[src/rtl/load_store_unit_if.sv]
// Core/memory-facing bundle of the load/store unit.
// Handshake: the core raises Req with Wr/Funct3/Addr/StoreData; the unit takes
// it only on a clock edge where Ready=1, and a request seen while Ready=0 is
// dropped, not queued. Completion is a single-cycle Done pulse, qualified by
// Misaligned/Illegal. Memory reads are combinational from MemAddr; the memory
// writes MemWData on a rising edge while MemW=1.
interface load_store_unit_if #(
  parameter int ADDR_W = 10,
  parameter int DATA_W = 32
);
  logic              Req;
  logic              Wr;
  logic [2:0]        Funct3;
  logic [31:0]       Addr;
  logic [DATA_W-1:0] StoreData;
  logic              Ready;
  logic              Done;
  logic [DATA_W-1:0] LoadData;
  logic              Misaligned;
  logic              Illegal;
  logic [ADDR_W-1:0] MemAddr;
  logic [DATA_W-1:0] MemWData;
  logic              MemW;
  logic [DATA_W-1:0] MemRData;

  // Core plus memory model side.
  modport master (
    output Req, Wr, Funct3, Addr, StoreData, MemRData,
    input  Ready, Done, LoadData, Misaligned, Illegal, MemAddr, MemWData, MemW
  );

  // Load/store unit side.
  modport slave (
    input  Req, Wr, Funct3, Addr, StoreData, MemRData,
    output Ready, Done, LoadData, Misaligned, Illegal, MemAddr, MemWData, MemW
  );
endinterface

[src/rtl/load_store_unit.sv]
// RV32I load/store unit in front of a word-wide memory with no byte enables.
// Sub-word stores are done as read-modify-write. Faulting requests finish in
// one cycle and never reach the memory.
module load_store_unit #(
  parameter int ADDR_W = 10,
  parameter int DATA_W = 32
) (
  input  logic                   CLK,
  input  logic                   RST,
  load_store_unit_if.slave       bus,
  output logic [1:0]             DbgState
);

  typedef enum logic [1:0] {
    S_IDLE   = 2'd0,
    S_LOAD   = 2'd1,
    S_RMW_RD = 2'd2,
    S_WRITE  = 2'd3
  } state_e;

  state_e            state_q, state_d;
  logic [1:0]        lane_q, lane_d;
  logic [2:0]        funct3_q, funct3_d;
  logic [DATA_W-1:0] store_data_q, store_data_d;
  logic [DATA_W-1:0] load_data_q, load_data_d;
  logic              done_q, done_d;
  logic              misaligned_q, misaligned_d;
  logic              illegal_q, illegal_d;
  logic [ADDR_W-1:0] mem_addr_q, mem_addr_d;
  logic [DATA_W-1:0] mem_wdata_q, mem_wdata_d;

  logic req_illegal;
  logic req_misaligned;

  // Address bits above the word index alias onto the same memory word.
  logic unused_addr_hi;
  assign unused_addr_hi = ^bus.Addr[31:ADDR_W+2];

  // Lane extraction with sign/zero extension for the five load flavours.
  function automatic logic [DATA_W-1:0] load_extract(
    input logic [DATA_W-1:0] word,
    input logic [2:0]        f3,
    input logic [1:0]        lane
  );
    logic [7:0]  b;
    logic [15:0] h;
    b = word[{lane, 3'b000} +: 8];
    h = lane[1] ? word[31:16] : word[15:0];
    case (f3)
      3'd0:    load_extract = {{24{b[7]}}, b};
      3'd1:    load_extract = {{16{h[15]}}, h};
      3'd4:    load_extract = {24'd0, b};
      3'd5:    load_extract = {16'd0, h};
      default: load_extract = word;
    endcase
  endfunction

  // Replace one byte or halfword of the old memory word with store data.
  function automatic logic [DATA_W-1:0] store_merge(
    input logic [DATA_W-1:0] word,
    input logic [DATA_W-1:0] sdata,
    input logic [2:0]        f3,
    input logic [1:0]        lane
  );
    logic [DATA_W-1:0] r;
    r = word;
    if (f3[1:0] == 2'b00) begin
      r[{lane, 3'b000} +: 8] = sdata[7:0];
    end else if (lane[1]) begin
      r[31:16] = sdata[15:0];
    end else begin
      r[15:0] = sdata[15:0];
    end
    store_merge = r;
  endfunction

  // Classify the incoming request; the illegal check has priority over alignment.
  always_comb begin
    req_illegal    = 1'b0;
    req_misaligned = 1'b0;
    if (bus.Wr) begin
      req_illegal = (bus.Funct3 >= 3'd3);
    end else begin
      req_illegal = (bus.Funct3 == 3'd3) || (bus.Funct3[2:1] == 2'b11);
    end
    req_misaligned = ((bus.Funct3[1:0] == 2'b01) && bus.Addr[0]) ||
                     ((bus.Funct3[1:0] == 2'b10) && (bus.Addr[1:0] != 2'b00));
  end

  // Next-state and datapath updates for the request FSM.
  always_comb begin
    state_d      = state_q;
    lane_d       = lane_q;
    funct3_d     = funct3_q;
    store_data_d = store_data_q;
    load_data_d  = load_data_q;
    done_d       = 1'b0;
    misaligned_d = 1'b0;
    illegal_d    = 1'b0;
    mem_addr_d   = mem_addr_q;
    mem_wdata_d  = mem_wdata_q;

    case (state_q)
      S_IDLE: begin
        if (bus.Req) begin
          lane_d       = bus.Addr[1:0];
          funct3_d     = bus.Funct3;
          store_data_d = bus.StoreData;
          mem_addr_d   = bus.Addr[ADDR_W+1:2];
          if (req_illegal) begin
            illegal_d = 1'b1;
            done_d    = 1'b1;
          end else if (req_misaligned) begin
            misaligned_d = 1'b1;
            done_d       = 1'b1;
          end else if (!bus.Wr) begin
            state_d = S_LOAD;
          end else if (bus.Funct3 == 3'd2) begin
            mem_wdata_d = bus.StoreData;
            state_d     = S_WRITE;
          end else begin
            state_d = S_RMW_RD;
          end
        end
      end
      S_LOAD: begin
        load_data_d = load_extract(bus.MemRData, funct3_q, lane_q);
        done_d      = 1'b1;
        state_d     = S_IDLE;
      end
      S_RMW_RD: begin
        mem_wdata_d = store_merge(bus.MemRData, store_data_q, funct3_q, lane_q);
        state_d     = S_WRITE;
      end
      S_WRITE: begin
        done_d  = 1'b1;
        state_d = S_IDLE;
      end
      default: state_d = S_IDLE;
    endcase
  end

  // State and datapath registers; reset wins over any pending request.
  always_ff @(posedge CLK) begin
    if (RST) begin
      state_q      <= S_IDLE;
      lane_q       <= 2'd0;
      funct3_q     <= 3'd0;
      store_data_q <= '0;
      load_data_q  <= '0;
      done_q       <= 1'b0;
      misaligned_q <= 1'b0;
      illegal_q    <= 1'b0;
      mem_addr_q   <= '0;
      mem_wdata_q  <= '0;
    end else begin
      state_q      <= state_d;
      lane_q       <= lane_d;
      funct3_q     <= funct3_d;
      store_data_q <= store_data_d;
      load_data_q  <= load_data_d;
      done_q       <= done_d;
      misaligned_q <= misaligned_d;
      illegal_q    <= illegal_d;
      mem_addr_q   <= mem_addr_d;
      mem_wdata_q  <= mem_wdata_d;
    end
  end

  // Write enable is gated by reset so an interrupted store never lands.
  assign bus.Ready      = (state_q == S_IDLE);
  assign bus.MemW       = (state_q == S_WRITE) && !RST;
  assign bus.Done       = done_q;
  assign bus.LoadData   = load_data_q;
  assign bus.Misaligned = misaligned_q;
  assign bus.Illegal    = illegal_q;
  assign bus.MemAddr    = mem_addr_q;
  assign bus.MemWData   = mem_wdata_q;
  assign DbgState       = state_q;

endmodule

[src/flat_wrapper.sv]
// flat-port wrapper written by rule: the top's interface ports become plain ports
module load_store_unit_flat 
#(
  parameter int ADDR_W = 10,
  parameter int DATA_W = 32
)
  (CLK, RST, DbgState, bus_Req, bus_Wr, bus_Funct3, bus_Addr, bus_StoreData, bus_MemRData, bus_Ready, bus_Done, bus_LoadData, bus_Misaligned, bus_Illegal, bus_MemAddr, bus_MemWData, bus_MemW);
  load_store_unit_if #(.ADDR_W(ADDR_W), .DATA_W(DATA_W)) bus_i ();
  input  logic CLK;
  input  logic RST;
  output logic [1:0] DbgState;
  input wire logic [$bits(bus_i.Req)-1:0] bus_Req;
  input wire logic [$bits(bus_i.Wr)-1:0] bus_Wr;
  input wire logic [$bits(bus_i.Funct3)-1:0] bus_Funct3;
  input wire logic [$bits(bus_i.Addr)-1:0] bus_Addr;
  input wire logic [$bits(bus_i.StoreData)-1:0] bus_StoreData;
  input wire logic [$bits(bus_i.MemRData)-1:0] bus_MemRData;
  output wire logic [$bits(bus_i.Ready)-1:0] bus_Ready;
  output wire logic [$bits(bus_i.Done)-1:0] bus_Done;
  output wire logic [$bits(bus_i.LoadData)-1:0] bus_LoadData;
  output wire logic [$bits(bus_i.Misaligned)-1:0] bus_Misaligned;
  output wire logic [$bits(bus_i.Illegal)-1:0] bus_Illegal;
  output wire logic [$bits(bus_i.MemAddr)-1:0] bus_MemAddr;
  output wire logic [$bits(bus_i.MemWData)-1:0] bus_MemWData;
  output wire logic [$bits(bus_i.MemW)-1:0] bus_MemW;
  assign bus_i.Req = bus_Req;
  assign bus_i.Wr = bus_Wr;
  assign bus_i.Funct3 = bus_Funct3;
  assign bus_i.Addr = bus_Addr;
  assign bus_i.StoreData = bus_StoreData;
  assign bus_i.MemRData = bus_MemRData;
  assign bus_Ready = bus_i.Ready;
  assign bus_Done = bus_i.Done;
  assign bus_LoadData = bus_i.LoadData;
  assign bus_Misaligned = bus_i.Misaligned;
  assign bus_Illegal = bus_i.Illegal;
  assign bus_MemAddr = bus_i.MemAddr;
  assign bus_MemWData = bus_i.MemWData;
  assign bus_MemW = bus_i.MemW;
  load_store_unit #(.ADDR_W(ADDR_W), .DATA_W(DATA_W)) u_core (.CLK(CLK), .RST(RST), .bus(bus_i), .DbgState(DbgState));
endmodule
[config.mk]
export PLATFORM = sky130hd
export DESIGN_NAME = load_store_unit_flat
export DESIGN_NICKNAME = d
export VERILOG_FILES = /design/src/rtl/load_store_unit_if.sv /design/src/rtl/load_store_unit.sv /design/src/flat_wrapper.sv
export SDC_FILE = /design/constraint.sdc
export NUM_CORES = 1
export LEC_CHECK = 0
export BUFFER_PORTS_ARGS = -buffer_cell sky130_fd_sc_hd__buf_4
export CAP_MARGIN = 20
export CORE_AREA = 2 2 107 109
export CTS_CLUSTER_DIAMETER = 150
export DETAILED_ROUTE_END_ITERATION = 12
export DIE_AREA = 0 0 109 111
export PLACE_DENSITY_LB_ADDON = 0.25
export SLEW_MARGIN = 40
export SYNTH_ARGS = -nofsm -noshare
export SYNTH_HDL_FRONTEND = slang
export SYNTH_SLANG_ARGS = --single-unit
[constraint.sdc]
create_clock -name CLK -period 2.4 [get_ports CLK]
set_input_delay 0.48 -clock CLK [delete_from_list [all_inputs] [get_ports CLK]]
set_output_delay 0.48 -clock CLK [all_outputs]
set_load 0.05 [all_outputs]
==> impl_metrics.csv, run 1 <==
group,metric,value,unit
placement,portBuffers,163,
layout,n_fill_cell,936,
pwr,p_comb_share,22.6,%
clocking,cts_buffers,9,
clocking,clk_pin_slew,0.07,ns
pwr,switchingPower,1.38,mW
layout,final_util,64.5,%
die,dieArea,12100,µm²
timing,tightest_slew,0.665,ns
grt,grt_pass1_wl,27500,µm
timing,clock_skew,0.00772,ns
clocking,clockBufferDepth,2,
pwr,power_frac_seq,41.0,%
layout,final_area,7150,µm²
synth,synth.net_count,733,
synth,synth_fa_ha_area_share,1.15,%
grt,grt_max_degree,67,
clocking,cts_resized,1,
worst_setup_path,crit_start,"u_core.DbgState[1]",
route,first_iter_violations,562,
timing,setup_viol,0,
clocking,cts.sinks,100,
synth,synth_seq_area_share,36.7,%
synth,synthFlopType,"dfxtp_1",
timing,fin_tns_setup,0,ns
status,status,"complete, no violations",
pwr,power.density,622,nW/µm²
placement,placed_area,6820,µm²
pwr,p_leak,2.81,nW
clocking,post_cts_hold_buffer_count,0,
die,core-area,11100,µm²
clocking,htreeDepth,3,
route,wl_per_cell,19.6,µm
clocking,postCtsSetupBuffers,0,
layout,nets,871,
synth,syn_area,5450,µm²
run,maxCapViolations,0,
timing,fmax,432,MHz
layout,layout-drive-gt1-share,31.4,%
die,rows,39,
die,start_util,49.2,%
timing,rsz0062_at_grt,"no",
synth,syn_area_per_cell,8.72,µm²
synth,async_flop_share,0,%
synth,synth_compound_area_share,33.0,%
worst_setup_path,critPathArrivalTime,2.60,ns
synth,synth-edff-count,0,
route,drcViolationCount,0,
timing,maxSlewHeadroom,54.5,%
die,io_pins,184,
pwr,clock_power_share,36.4,%
grt,grt-ovfl-total,0,
timing,finalMaxSlewViolations,0,
worst_setup_path,critPathLaunchType,"flip-flop",
synth,syn-instance-count,625,
layout,syn2layout_area_growth,31.1,%
route,vias,5747,
die,die_w,109,µm
placement,place.detailed.hpwl,12800,µm
synth,yosysWarnings,0,
timing,timing.final.crit_share,96.4,%
synth,synth_top_family_by_area,"compound AO/OA/AOI/OAI gates",
synth,synth-xor-area-share,0.161,%
pwr,cellInternalPower,3.06,mW
clocking,worstSkewPairLatency,0.35,ns
grt,grt_antenna_before_repair,0,
worst_setup_path,worstSetupPathType,"flip-flop to flip-flop",
die,die_y,111,µm
clocking,clock-root-buffer,"clkbuf_16",
route,wirelength,17900,µm
worst_setup_path,worstPathRequired,2.69,ns
synth,yosysUniqueCellTypes,47,
synth,ys_ff_latch,100,
timing,period_needed,2.31,ns
route,firstDrtPassIters,6,
worst_setup_path,critPathMaxFanout,32,
layout,layout_common_cells,"buf_4 (189), dfxtp_1 (99), nand2_1 (81), o21ai_0 (65), a21oi_1 (52)",
min_path,min_from,"bus_Addr[5]",
layout,final_common_cell,"buf_4",
grt,track_usage,29.1,%
worst_setup_path,cp-end-kind,"flip-flop",
pwr,swShare,31.1,%
timing,hold_viol,0,
worst_setup_path,reg2reg_from,"u_core.DbgState[1]",
route,viasPerCell,6.31,
grt,grt_pass1_vias,5260,
placement,gp_congestion,0.894,
synth,synth.mux.area_fraction,9.57,%
synth,synth-simple-area-share,13.0,%
layout,diodes,0,
min_path,min_path_type,"input pin to flip-flop",
route,ant_nets,0,
pwr,peakVddDrop,326,µV
clocking,cts_tree,"yes",
-- cells by family (layout without fill, tap and decap cells) --
logic type,count (synthesis),after routing
adder cells (fa/ha/maj),5,5
AO/OA/AOI/OAI,245,245
AND/OR/NAND/NOR,147,147
flip-flops,100,100
XOR/XNOR,1,1
buffers and inverters,77,220
multiplexers,50,50
-- worst paths after layout --
check	endpoint	slack [ns]	cells past startpoint
worst max-delay path	u_core.bus.MemWData[10]	0.09	6
worst min-delay path	u_core.bus.MemAddr[3]	0.38	3
worst max register to register	u_core.bus.MemWData[10]	0.09	6
worst min register to register	u_core.bus.MemAddr[2]	0.46	2
-- Yosys cell counts, types with 8 or more instances --
| library cell | n | area [µm²] |
|---|---|---|
| a31oi_1 | 8 | 50.1 |
| mux2i_1 | 42 | 420 |
| nor2_1 | 16 | 60.1 |
| nor3b_1 | 16 | 120 |
| a221oi_2 | 15 | 225 |
| dfxtp_1 | 100 | 2000 |
| a221oi_1 | 18 | 158 |
| nor3_1 | 11 | 55.1 |
| nand2_1 | 81 | 304 |
| o21ai_0 | 65 | 325 |
| a31o_1 | 30 | 263 |
| a2111oi_0 | 32 | 280 |
| inv_1 | 12 | 45.0 |
| buf_2 | 10 | 50.1 |
| a21oi_1 | 52 | 260 |
| clkbuf_1 | 44 | 165 |
| and2_1 | 8 | 50.1 |
-- per-stage QoR --
step,setup WS (ns),cells,total power [mW],hold WS [ns]
finish,0.0873,911,4.45,0.382
global route,0.00817,911,4.58,0.386
CTS,0.0388,911,4.43,0.381
detailed placement,0.0274,895,2.85,0.450
global placement,0.111,895,2.83,0.447
floorplan,0.119,625,2.46,0.448
-- power groups by stage --
stage                     Clock (mW)  Combinational, mW  Sequential, mW
after floorplan                    0              0.411            2.05
after global placement             0              0.972            1.85
after detailed placement           0              0.990            1.86
after CTS                       1.62              0.994            1.82
after global routing            1.68               1.07            1.83
final                           1.62               1.01            1.82
-- critical path, cell delays in order (launching register included) --
cell	delay [ns]
dfxtp_1	0.48
nor2b_1	0.34
buf_4	0.37
o21ai_0	0.17
a2111oi_1	0.58
buf_4	0.20
a31o_1	0.10
-- cell type report --
type | count | area, µm² | area share [%]
well taps | 143 | 179 | 2.50
multi-input cells | 448 | 3130 | 43.8
repair buffers | 191 | 1460 | 20.4
flip-flops and latches | 100 | 2000 | 28.0
clock buffers | 11 | 243 | 3.40
inverters | 13 | 48.8 | 0.683
clock inverters | 5 | 85.1 | 1.19
-- flip-flops by register name (all words and copies together) (netlist names) --
signal,flops
u_core.DbgState,2
u_core.bus.Done,1
u_core.bus.Illegal,1
u_core.bus.LoadData,32
u_core.bus.MemAddr,10
u_core.bus.MemWData,32
u_core.bus.Misaligned,1
u_core.funct3_q,3
u_core.lane_q,2
u_core.store_data_q,16
-- layer usage --
metal	wire length [µm]	part of all wire (%)	global-route usage, %	vias to the layer above
met5	0	0	0	-
met4	333	1.9	7.26	0
met3	1910	11	6.94	33
met2	8180	46	45.3	332
met1	7460	42	40.3	2736
li1	-	-	-	2646
Note: power is estimated with default switching activity, not from simulation.
==> run 2: changes to the inputs <==
CORE_AREA = 2 2 77 152   (was 2 2 107 109)
DIE_AREA = 0 0 79 154   (was 0 0 109 111)
==> run 2 against run 1 <==
Fmax grew 1.3%; combinational power is essentially flat; sequential power is essentially flat; sequential share of layout area grew 0.099 points; critical path type unchanged; critical endpoint is now u_core.bus.MemWData[9].
==> impl_metrics.csv, run 2 (synthesis results as in run 1) <==
group,metric,value,unit
placement,place_ws,0.101,ns
timing,hold_ws,0.367,ns
die,dieArea,12200,µm²
clocking,clockBufferDepth,2,
route,wirelength,18500,µm
clocking,cts_buffers,9,
worst_setup_path,critPathArrivalTime,2.58,ns
layout,layout-drive-gt1-share,31.5,%
grt,grt-ovfl-total,0,
timing,setup_viol,0,
timing,fin_tns_setup,0,ns
timing,finalMaxSlewViolations,0,
timing,clock_skew,0.00690,ns
die,core-area,10900,µm²
timing,tightest_slew,0.770,ns
die,rows,54,
pwr,power.density,598,nW/µm²
worst_setup_path,critPathLaunchType,"flip-flop",
timing,period_needed,2.28,ns
layout,final_common_cell,"buf_4",
die,die_w,79,µm
pwr,clock_power_share,33.5,%
status,status,"complete, no violations",
route,wl_per_cell,20.4,µm
grt,grt_pass1_vias,5577,
layout,layout_common_cells,"buf_4 (189), dfxtp_1 (99), nand2_1 (81), o21ai_0 (65), a21oi_1 (52)",
route,viasPerCell,6.24,
grt,grt_max_degree,52,
timing,hold_viol,0,
timing,finalWorstSetupSlack,0.117,ns
clocking,postCtsSetupBuffers,0,
worst_setup_path,cp-end-kind,"flip-flop",
clocking,clock-root-buffer,"clkbuf_16",
die,die_y,154,µm
pwr,power_frac_seq,42.7,%
grt,grt_pass1_wl,28800,µm
pwr,peakVddDrop,422,µV
pwr,switchingPower,1.38,mW
grt,track_usage,30.0,%
pwr,cellInternalPower,2.88,mW
pwr,swShare,32.4,%
layout,syn2layout_area_growth,30.6,%
clocking,clk_pin_slew,0.07,ns
timing,rsz0062_at_grt,"no",
clocking,worstSkewPairLatency,0.36,ns
clocking,cts_resized,0,
placement,place.detailed.hpwl,13800,µm
worst_setup_path,critPathMaxFanout,8,
die,start_util,49.8,%
route,first_iter_violations,370,
min_path,min_path_type,"input pin to flip-flop",
layout,nets,872,
timing,fmax,438,MHz
route,vias,5666,
clocking,htreeDepth,3,
layout,diodes,0,
timing,timing.final.crit_share,95.1,%
route,ant_nets,0,
pwr,p_comb_share,23.9,%
grt,grt_antenna_before_repair,0,
placement,gp_congestion,0.893,
die,io_pins,184,
route,firstDrtPassIters,5,
clocking,cts.sinks,100,
layout,n_fill_cell,962,
clocking,post_cts_hold_buffer_count,0,
worst_setup_path,worstPathRequired,2.70,ns
timing,maxSlewHeadroom,47.3,%
clocking,cts_tree,"yes",
route,drcViolationCount,0,
worst_setup_path,worstSetupPathType,"flip-flop to flip-flop",
placement,portBuffers,163,
run,maxCapViolations,0,
pwr,p_leak,2.81,nW
## run 2: per-stage QoR
stage	power (mW)	utilization [%]	instances	cell area, µm²
after floorplan	2.46	-	625	5460
after global placement	2.84	62.4	893	6830
after detailed placement	2.86	62.4	893	6830
after CTS	4.26	65.1	908	7120
after global routing	4.39	65.1	908	7120
final	4.26	65.1	908	7120
## run 2: power groups by stage
| stage | clock (mW) | sequential [mW] | combinational (mW) |
|---|---|---|---|
| 6_report | 1.43 | 1.82 | 1.02 |
| 5_1_grt | 1.49 | 1.82 | 1.08 |
| 4_1_cts | 1.43 | 1.81 | 1.01 |
| 3_5_place_dp | 0 | 1.85 | 1.01 |
| 3_3_place_gp | 0 | 1.85 | 0.988 |
| 2_1_floorplan | 0 | 2.05 | 0.411 |
## run 2: final timing paths
kind                                             from                endpoint  slack [ns]  depth (start not counted)
worst max-delay path                 u_core.lane_q[1]  u_core.bus.MemWData[9]        0.12                          6
worst min-delay path                      bus_Addr[2]   u_core.bus.MemAddr[0]        0.37                          3
worst max register to register       u_core.lane_q[1]  u_core.bus.MemWData[9]        0.12                          6
worst min register to register  u_core.bus.MemAddr[6]   u_core.bus.MemAddr[6]        0.46                          2
## run 2: layout make-up
cell class | instances | area, µm² | area share, %
Inverter | 13 | 48.8 | 0.685
Sequential cell | 100 | 2000 | 28.1
Clock buffer | 11 | 253 | 3.55
Multi-Input combinational cell | 448 | 3130 | 43.9
Tap cell | 140 | 175 | 2.46
Timing Repair Buffer | 192 | 1480 | 20.8
Clock inverter | 4 | 33.8 | 0.474
## run 2: metal layers
metal  part of all wire, %  up-vias  GRT usage (%)
met1                    38     2691           33.4
met4                   4.0        0           13.9
met2                    52      265           53.9
met5                     0        -              0
met3                   6.5       58           5.22
li1                      -     2652              -
## run 2: critical path, cell delays in order (launching register included)
cell	delay, ns
dfxtp_2	0.34
inv_1	0.09
ha_1	0.36
and4b_1	0.47
a221oi_1	0.16
a2111oi_0	0.64
a31o_1	0.17
